===== src/rtl/i2c_cfg_responder.sv =====
// i2c_cfg_responder
// I2C target that fronts a 256-entry, 8-bit configuration register file.
// A write transaction sets the register pointer and then writes data bytes.
// A read transaction streams bytes out starting at the current pointer. The
// pointer auto-increments and wraps.
//
// Ports
//   CLK       in   system clock; everything is on its rising edge
//   RESET     in   synchronous active-high reset
//   SCL_IN    in   I2C clock from the configuration master (asynchronous)
//   SDA_IN    in   I2C data line as seen on the bus (asynchronous)
//   SDA_OUT   out  open-drain drive: 0 pulls the line low, 1 releases it
//   WR_STB    out  one-CLK pulse for each accepted data byte
//   WR_ADDR   out  register pointer of the byte being written
//   WR_DATA   out  data byte being written
//   DBG_ADDR  in   register-file read address for a host or bench
//   DBG_DATA  out  registered register-file contents at DBG_ADDR (1 CLK)
//   BUSY      out  high from an address-matched START until STOP
module i2c_cfg_responder #(
  parameter logic [6:0] SLAVE_ADDR = 7'h76,
  parameter logic [7:0] INIT_VAL   = 8'h00
) (
  input  logic       CLK,
  input  logic       RESET,
  input  logic       SCL_IN,
  input  logic       SDA_IN,
  output logic       SDA_OUT,
  output logic       WR_STB,
  output logic [7:0] WR_ADDR,
  output logic [7:0] WR_DATA,
  input  logic [7:0] DBG_ADDR,
  output logic [7:0] DBG_DATA,
  output logic       BUSY
);

  typedef enum logic [3:0] {
    IDLE, ADDR, ADDR_ACK, PTR, PTR_ACK, WDATA, WDATA_ACK, RDATA, RDATA_ACK, IGNORE
  } state_t;

  // ---------------------------------------------------------------------
  // Bus input synchronisers. Bit 0 carries SCL and bit 1 carries SDA.
  // prev_q holds the previous synchronised value for edge detection, so a
  // bus event produces a registered reaction on the third CLK edge.
  // ---------------------------------------------------------------------
  logic [1:0] bus_raw;
  logic [1:0] sync1_q, sync2_q, prev_q;

  assign bus_raw = {SDA_IN, SCL_IN};

  genvar gi;
  generate
    for (gi = 0; gi < 2; gi++) begin : g_sync
      always_ff @(posedge CLK) begin
        if (RESET) begin
          sync1_q[gi] <= 1'b1;
          sync2_q[gi] <= 1'b1;
          prev_q[gi]  <= 1'b1;
        end else begin
          sync1_q[gi] <= bus_raw[gi];
          sync2_q[gi] <= sync1_q[gi];
          prev_q[gi]  <= sync2_q[gi];
        end
      end
    end
  endgenerate

  logic scl_s, sda_s, scl_p, sda_p;
  logic scl_rise, scl_fall, start_det, stop_det;

  assign scl_s = sync2_q[0];
  assign sda_s = sync2_q[1];
  assign scl_p = prev_q[0];
  assign sda_p = prev_q[1];

  assign scl_rise  = scl_s & ~scl_p;
  assign scl_fall  = ~scl_s & scl_p;
  // START and STOP need SCL high on both samples. This keeps a data change
  // that arrives together with an SCL edge from being mistaken for one.
  assign start_det = scl_s & scl_p & sda_p & ~sda_s;
  assign stop_det  = scl_s & scl_p & ~sda_p & sda_s;

  // ---------------------------------------------------------------------
  // Register file. It has one write port, driven by the registered write
  // strobe. It has two registered read ports: one for the debug/host
  // address and one that follows the pointer for read transactions.
  // ---------------------------------------------------------------------
  logic [7:0] mem_q [256];
  logic [7:0] dbg_data_q, rd_data_q;

  logic [7:0] ptr_q;
  logic       wr_stb_q;
  logic [7:0] wr_addr_q, wr_data_q;

  always_ff @(posedge CLK) begin
    if (RESET) begin
      for (int i = 0; i < 256; i++) begin
        mem_q[i] <= INIT_VAL;
      end
    end else if (wr_stb_q) begin
      mem_q[wr_addr_q] <= wr_data_q;
    end
  end

  // The read ports sample the array before this edge's write lands. A
  // same-address read therefore returns the old contents.
  always_ff @(posedge CLK) begin
    if (RESET) begin
      dbg_data_q <= INIT_VAL;
      rd_data_q  <= INIT_VAL;
    end else begin
      dbg_data_q <= mem_q[DBG_ADDR];
      rd_data_q  <= mem_q[ptr_q];
    end
  end

  // ---------------------------------------------------------------------
  // Protocol FSM
  // ---------------------------------------------------------------------
  state_t     state_q;
  logic [3:0] bit_cnt_q;
  logic [7:0] shift_q, tx_q;
  logic       sda_out_q, busy_q, rw_q;
  logic [7:0] shift_d;

  assign shift_d = {shift_q[6:0], sda_s};

  always_ff @(posedge CLK) begin
    if (RESET) begin
      state_q   <= IDLE;
      bit_cnt_q <= 4'd0;
      shift_q   <= 8'h00;
      tx_q      <= 8'hFF;
      sda_out_q <= 1'b1;
      busy_q    <= 1'b0;
      rw_q      <= 1'b0;
      ptr_q     <= 8'h00;
      wr_stb_q  <= 1'b0;
      wr_addr_q <= 8'h00;
      wr_data_q <= 8'h00;
    end else begin
      wr_stb_q <= 1'b0;
      if (stop_det) begin
        state_q   <= IDLE;
        sda_out_q <= 1'b1;
        busy_q    <= 1'b0;
        bit_cnt_q <= 4'd0;
      end else if (start_det) begin
        // This covers both a plain START and a repeated START. BUSY is kept
        // through a repeated START and is re-decided at the address ACK.
        state_q   <= ADDR;
        sda_out_q <= 1'b1;
        bit_cnt_q <= 4'd0;
      end else begin
        case (state_q)
          ADDR, PTR, WDATA: begin
            if (scl_rise && bit_cnt_q != 4'd8) begin
              shift_q   <= shift_d;
              bit_cnt_q <= bit_cnt_q + 4'd1;
              // The data byte is committed on the rising edge of bit 8,
              // ahead of its ACK.
              if (state_q == WDATA && bit_cnt_q == 4'd7) begin
                wr_stb_q  <= 1'b1;
                wr_addr_q <= ptr_q;
                wr_data_q <= shift_d;
                ptr_q     <= ptr_q + 8'd1;
              end
            end else if (scl_fall && bit_cnt_q == 4'd8) begin
              bit_cnt_q <= 4'd0;
              case (state_q)
                ADDR: begin
                  if (shift_q[7:1] == SLAVE_ADDR) begin
                    state_q   <= ADDR_ACK;
                    sda_out_q <= 1'b0;
                    busy_q    <= 1'b1;
                    rw_q      <= shift_q[0];
                  end else begin
                    state_q   <= IGNORE;
                    sda_out_q <= 1'b1;
                    busy_q    <= 1'b0;
                  end
                end
                PTR: begin
                  ptr_q     <= shift_q;
                  state_q   <= PTR_ACK;
                  sda_out_q <= 1'b0;
                end
                default: begin
                  state_q   <= WDATA_ACK;
                  sda_out_q <= 1'b0;
                end
              endcase
            end
          end

          ADDR_ACK: begin
            if (scl_fall) begin
              bit_cnt_q <= 4'd0;
              if (rw_q) begin
                // The falling edge that ends the ACK also presents the
                // first read bit.
                state_q   <= RDATA;
                sda_out_q <= rd_data_q[7];
                tx_q      <= {rd_data_q[6:0], 1'b1};
              end else begin
                state_q   <= PTR;
                sda_out_q <= 1'b1;
              end
            end
          end

          PTR_ACK, WDATA_ACK: begin
            if (scl_fall) begin
              state_q   <= WDATA;
              sda_out_q <= 1'b1;
              bit_cnt_q <= 4'd0;
            end
          end

          RDATA: begin
            if (scl_rise && bit_cnt_q != 4'd8) begin
              bit_cnt_q <= bit_cnt_q + 4'd1;
            end else if (scl_fall) begin
              if (bit_cnt_q == 4'd8) begin
                state_q   <= RDATA_ACK;
                sda_out_q <= 1'b1;
                bit_cnt_q <= 4'd0;
                ptr_q     <= ptr_q + 8'd1;
              end else begin
                sda_out_q <= tx_q[7];
                tx_q      <= {tx_q[6:0], 1'b1};
              end
            end
          end

          RDATA_ACK: begin
            // A NACK leaves on the rising edge. After an ACK, the next
            // falling edge starts the following byte from the already
            // advanced pointer.
            if (scl_rise && sda_s) begin
              state_q <= IGNORE;
            end else if (scl_fall) begin
              state_q   <= RDATA;
              bit_cnt_q <= 4'd0;
              sda_out_q <= rd_data_q[7];
              tx_q      <= {rd_data_q[6:0], 1'b1};
            end
          end

          default: begin
            // IDLE and IGNORE wait for START or STOP with SDA released.
            sda_out_q <= 1'b1;
          end
        endcase
      end
    end
  end

  assign SDA_OUT  = sda_out_q;
  assign WR_STB   = wr_stb_q;
  assign WR_ADDR  = wr_addr_q;
  assign WR_DATA  = wr_data_q;
  assign DBG_DATA = dbg_data_q;
  assign BUSY     = busy_q;

endmodule

===== config.mk =====
export PLATFORM = sky130hd
export DESIGN_NAME = i2c_cfg_responder
export DESIGN_NICKNAME = d
export VERILOG_FILES = /design/src/rtl/i2c_cfg_responder.sv
export SDC_FILE = /design/constraint.sdc
export NUM_CORES = 2
export LEC_CHECK = 0
export ABC_CLOCK_PERIOD_IN_PS = 3710
export CORE_ASPECT_RATIO = 0.7
export CORE_MARGIN = 5
export CORE_UTILIZATION = 25
export CTS_CLUSTER_SIZE = 24
export DETAILED_ROUTE_END_ITERATION = 7
export DONT_BUFFER_PORTS = 1
export HOLD_SLACK_MARGIN = 0.08
export SYNTH_ARGS = -nofsm -noshare
export SYNTH_HDL_FRONTEND = slang
export SYNTH_SLANG_ARGS = --single-unit

===== constraint.sdc =====
create_clock -name CLK -period 3.71 [get_ports CLK]
set_input_delay 1.113 -clock CLK [delete_from_list [all_inputs] [get_ports CLK]]
set_output_delay 1.113 -clock CLK [all_outputs]
set_load 0.1 [all_outputs]

# After elaboration in Yosys (flattened, before gate mapping)
# Memories as Yosys holds them, arrays and structs flattened. A register that Yosys moved wholly into a read port is not among the register bits.
# Index checks and enable logic that the tools add are counted.
# word_totals
ff_bits	58
mem_bits_rw	2048
word_cells	160
n_memories	1
# memory_table
memory	depth	word_bits	read_ports	rd_ports_with_merged_regs	wr	line_no	text
mem_q	256	8	2	2	256	87	logic [7:0] mem_q [256];
# op_classes
n_addsub	2
n_eq_ne	37
n_mux	61
bitwise_logic	15
reduce_logical	26
# op_table
operator	count
2-to-1 mux 8 bit	16
2-to-1 mux 4 bit	17
inequality test 3 bit (second input constant)	13
AND reduction 9 bit	3
one-hot mux 8 bit (3 select lines)	1
inequality test 2 bit (second input constant)	11
2-to-1 mux 1 bit	21
equality test 4 x 3 -> 1 bit (second input constant)	5
one-hot mux 4 bit (5 select lines)	1
one-hot mux 4 bit (4 select lines)	1
one-hot mux 8 bit (2 select lines)	1
AND reduction 5 bit	3
AND reduction 10 bit	1
OR reduction 3 bit	3
adder 8 x 1 -> 8 bit (second input constant)	1
equality test 4 x 2 -> 1 bit (second input constant)	2
equality test 4 bit (second input constant)	2
inequality test 4 bit (second input constant)	2
inverter 1 bit	8
one-hot mux 4 bit (2 select lines)	1
AND reduction 8 bit	1
OR reduction 8 bit	1
bitwise AND 1 bit	7
equality test 7 bit (second input constant)	1
other kinds (14)	18

# Logic depth before layout (Yosys ltp)
# logic_depth
word_depth	7
ltp_mapped	13
ltp_nobuf	9

# Least setup slack after synthesis
# OpenSTA, ideal clock, no wires.
# synth_path
path_type	input-to-reg
startpoint	in DBG_ADDR[0]
endpoint	reg dbg_data_q[0], in the netlist DBG_DATA[0] (read register of mem_q)
setup_ns	0.114
t_arrival_ns	3.117
slack_ns	0.479
cell_stages	11
n_path_buf	5
path_cell_list	buf_6 > buf_6 > buf_6 > buf_4 > buf_4 > mux4_2 > a22oi_1 > nand3_1 > nand4_1 > nor3_1 > a21o_1
# synth_rtl
element	line_no	text
start, declared	31	input logic [7:0] DBG_ADDR,
end, declared	88	logic [7:0] dbg_data_q, rd_data_q;

==> summary.md <==
| Metric | Value |
|---|---|
| Total track usage | 18.6% |
| Fill cell count | 45200 |
| Avg Inst Size Synth | 14.5 um2 |
| Warnings, synthesis | 0 |
| TritonRoute pass-1 iters | 7 |
| Antenna-violating nets left | 0 |
| Sequential cell area | 0.0630 mm2 |
| Max Cap Violations | 0 |
| Maximum clock path buffer count | 4 |
| H-tree Lvls | 4 |
| Worst Reg-to-Reg Cells | 8 |
| Worst EP arrival | 5.01 ns |
| Post-synth top area share | 53.7% |
| Post-synthesis sequential area ratio | 55.0% |
| Static Leak | 45.2 nW |
| Row count | 207 |
| IO Pins | 39 |
| Synth Net Count | 7883 |
| Via density | 5.61 |
| Clk Latency, worst-skew pair | 0.93 ns |
| Post-route cell area | 0.131 mm2 |
| RR Startpoint | ptr_q[4]$_SDFFE_PP0P_ |
| Fmax achieved | 241 MHz |
| Vias | 80000 |
| Clock power frac | 37.6% |
| Status | complete, but fails checks |
| FF-to-FF setup slack | -0.05 ns |
| Slew margin rel. | -24.9% |
| Gr ovfl total | 0 |
| Final period util | 112% |
| NetSw | 0.0148 W |
| Nets | 8005 |
| Cts hold-fix bufs | 0 |
| Post-Route Skew | 0.0751 ns |
| CTS buffer count | 201 |
| Flop pwr share | 49.9% |
| Chip height | 576 um |
| Peak supply drop | 0.345 mV |
| Die area | 0.472 mm2 |
| # port buffers | 0 |
| Hold Path End | sync1_q[0]$_SDFF_PP1_ |
| DRT Wirelength | 456000 um |
| Sw Ratio | 26.5% |
| Routability cong. | 1.01 |
| Largest net degree at the start of global routing | 513 |
| Register clock-pin slew on the reported worst setup and hold paths | 0.07 ns |
| Drt drc | 0 |
| WL/cell | 32.0 um |
| Core box area | 0.455 mm2 |
| Hold Vio Cnt, Final | 0 |
| EDFF count, synth | 2048 |
| Placed Instance Area | 0.125 mm2 |
| First-pass GRT wire length | 623000 um |
| Final Setup Violations | 10 |
| Failing checks | slew limit, setup timing |
| Asr flop ratio synth | 0% |
| Worst endpoint required time | 4.57 ns |
| Clock sink count | 2121 |
| Hold Crit Class | input port to flip-flop |
| Worst Tran Pin Value | 1.87 ns |
| Worst R2R End | rd_data_q[2]$_SDFF_PP0_ |
| Initial Util | 25.1% |
| Synth cell types | 83 |
| Synth-to-layout area growth | 14.4% |
| Cell internal pwr | 0.0408 W |
| PD cells | 425 mW/mm2 |
| Share of layout cells above drive strength 1 | 27.5% |
| Hold depth | 1 |
| HP Start | SCL_IN |
| Setup ws final | -0.440 ns |
| Combinational cell fraction of total power | 12.6% |
| Post-Syn Area | 0.114 mm2 |
| Clk root buf | clkbuf_16 |
| Commonest register cell after synthesis | edfxtp_1 |
| Tmin final | 4.15 ns |
| Final setup TNS | -1.91 ns |
| CP max FO | 512 |
| Antenna violations before repair | 53 |
| RSZ-0062 raised after global routing | no |
| Top post-synthesis cells by area | edfxtp_1 54%, mux4_2 20%, and2_1 9.2% |
| Largest area contributor in the netlist | edfxtp_1 |
| Synth Register Bits | 2121 |
| Detail Placement HPWL | 313000 um |
| First DRT Iteration DRCs | 14600 |
| Critical path class | input port to flip-flop |
| Mapped Cells | 7868 |
| Area of the multi-input gates | 0.0479 mm2 |
| CTS tree | done |
| Vias in the first global route | 75700 |
| Die width | 819 um |
| Slew Limit Fails | 258 |
| Critical Path Sink Type | flip-flop |
| Crit path launch type | input port |
worst max path at each step:
stage / from / to / slack [ns]
after detailed placement: DBG_ADDR[0] / DBG_DATA[1]$_SDFF_PP0_ / -0.95
after CTS: ptr_q[0]$_SDFFE_PP0P_ / rd_data_q[3]$_SDFF_PP0_ / 0.08
after global routing: DBG_ADDR[0] / DBG_DATA[5]$_SDFF_PP0_ / 0.004
after global placement: DBG_ADDR[0] / DBG_DATA[1]$_SDFF_PP0_ / -0.86
final: DBG_ADDR[0] / DBG_DATA[1]$_SDFF_PP0_ / -0.44
after floorplan: DBG_ADDR[0] / DBG_DATA[0]$_SDFF_PP0_ / 0.48
stage by stage:
step           std cells  worst slack [ns]  total power [W]  utilization [%]  hold WS (ns)
4_1_cts            14200            0.0819           0.0552             28.7         0.278
3_3_place_gp       13800            -0.860           0.0347             27.4         0.404
3_5_place_dp       13800            -0.951           0.0348             27.4         0.420
2_1_floorplan       7868             0.479           0.0320                -         0.389
5_1_grt            14200           0.00411           0.0567             28.7         0.301
6_report           14300            -0.440           0.0556             28.8         0.324
repair_timing:
| action | CTS | global route |
|---|---|---|
| buffers inserted | 0 | 4 |
| setup endpoints to repair | 2 | 5 |
| pin swaps | 0 | 2 |
| gates resized for setup | 2 | 4 |
final cells by class:
| type | count | share of cell area [%] |
|---|---|---|
| Clock buffer | 249 | 4.00 |
| Multi-Input combinational cell | 4988 | 36.6 |
| Inverter | 9 | 0.0277 |
| Antenna cell | 45 | 0.0860 |
| Tap cell | 6061 | 5.79 |
| Sequential cell | 2121 | 48.2 |
| Timing Repair Buffer | 669 | 4.61 |
| Clock inverter | 111 | 0.711 |
kinds of logic (layout without fill, tap and decap cells):
family | Yosys count | after routing | synth area share, %
AND/OR/NAND/NOR | 3054 | 3054 | 15.5
AO/OA/AOI/OAI | 677 | 677 | 4.21
multiplexers | 1250 | 1250 | 21.9
XOR/XNOR | 4 | 4 | 0.0306
buffers and inverters | 759 | 1038 | 3.27
other | 0 | 45 | 0
adder cells (fa/ha/maj) | 3 | 3 | 0.0328
flip-flops | 2121 | 2121 | 55.0
state kept, by name (all words and copies together), names as in the netlist, 2 cells and up:
signal,cells
WR_DATA,8
ptr_q,8
state_q,4
mem_q,2048
tx_q,7
rd_data_q,8
bit_cnt_q,4
sync1_q,2
shift_q,8
WR_ADDR,8
DBG_DATA,8
worst max-delay path, cell delays in order:
cell	delay, ns
mux4_2	0.79
a22oi_1	0.12
nand3_1	0.24
nand4_1	0.75
buf_12	0.40
a2111oi_2	0.47
buf_4	0.20
a21o_1	0.09
cells in the mapped netlist, types with 41 or more instances:
cell type,count
or2_2,223
a21o_1,45
o22ai_1,44
a21oi_1,111
and2_1,1689
edfxtp_1,2048
and3_1,380
nand2_1,155
a221oi_1,49
nor2_1,333
clkbuf_1,499
mux2i_1,239
buf_6,54
mux4_2,1004
buf_4,51
a22oi_1,190
buf_2,106
nor3_1,41
nand3_1,109
dfxtp_1,73
power by group through the flow:
stage	clock, W	sequential, W	combinational, W
final	0.0209	0.0277	0.00698
after global routing	0.0219	0.0278	0.00698
after CTS	0.0209	0.0277	0.00658
after detailed placement	0	0.0282	0.00655
after global placement	0	0.0282	0.00653
after floorplan	0	0.0279	0.00404
layer usage:
| layer | global-route usage [%] | wire length (um) |
|---|---|---|
| met5 | 0.784 | 678 |
| met4 | 5.64 | 16200 |
| met3 | 9.70 | 83000 |
| met2 | 24.6 | 179000 |
| met1 | 25.7 | 177000 |
layout by cell type (no fill, tap or decap), drive strengths merged, types with 22 or more instances in the layout:
| cell type | netlist | final |
|---|---|---|
| clkinv | 2 | 84 |
| o22ai | 44 | 44 |
| diode | 0 | 45 |
| edfxtp | 2048 | 2048 |
| a22oi | 190 | 190 |
| a211oi | 27 | 27 |
| or2 | 228 | 228 |
| nand2 | 155 | 155 |
| mux4 | 1004 | 1004 |
| a21oi | 111 | 111 |
| a221oi | 52 | 52 |
| buf | 248 | 669 |
| dfxtp | 73 | 73 |
| and3 | 380 | 380 |
| nand3 | 109 | 109 |
| mux2i | 239 | 239 |
| o21ai | 62 | 62 |
| nor3 | 41 | 41 |
| nand4 | 28 | 28 |
| and2 | 1689 | 1689 |
| a2111oi | 22 | 22 |
| a21o | 45 | 45 |
| o221ai | 32 | 32 |
| nor2 | 333 | 333 |
| clkbuf | 502 | 249 |
Power figures use the tool's default switching activity.
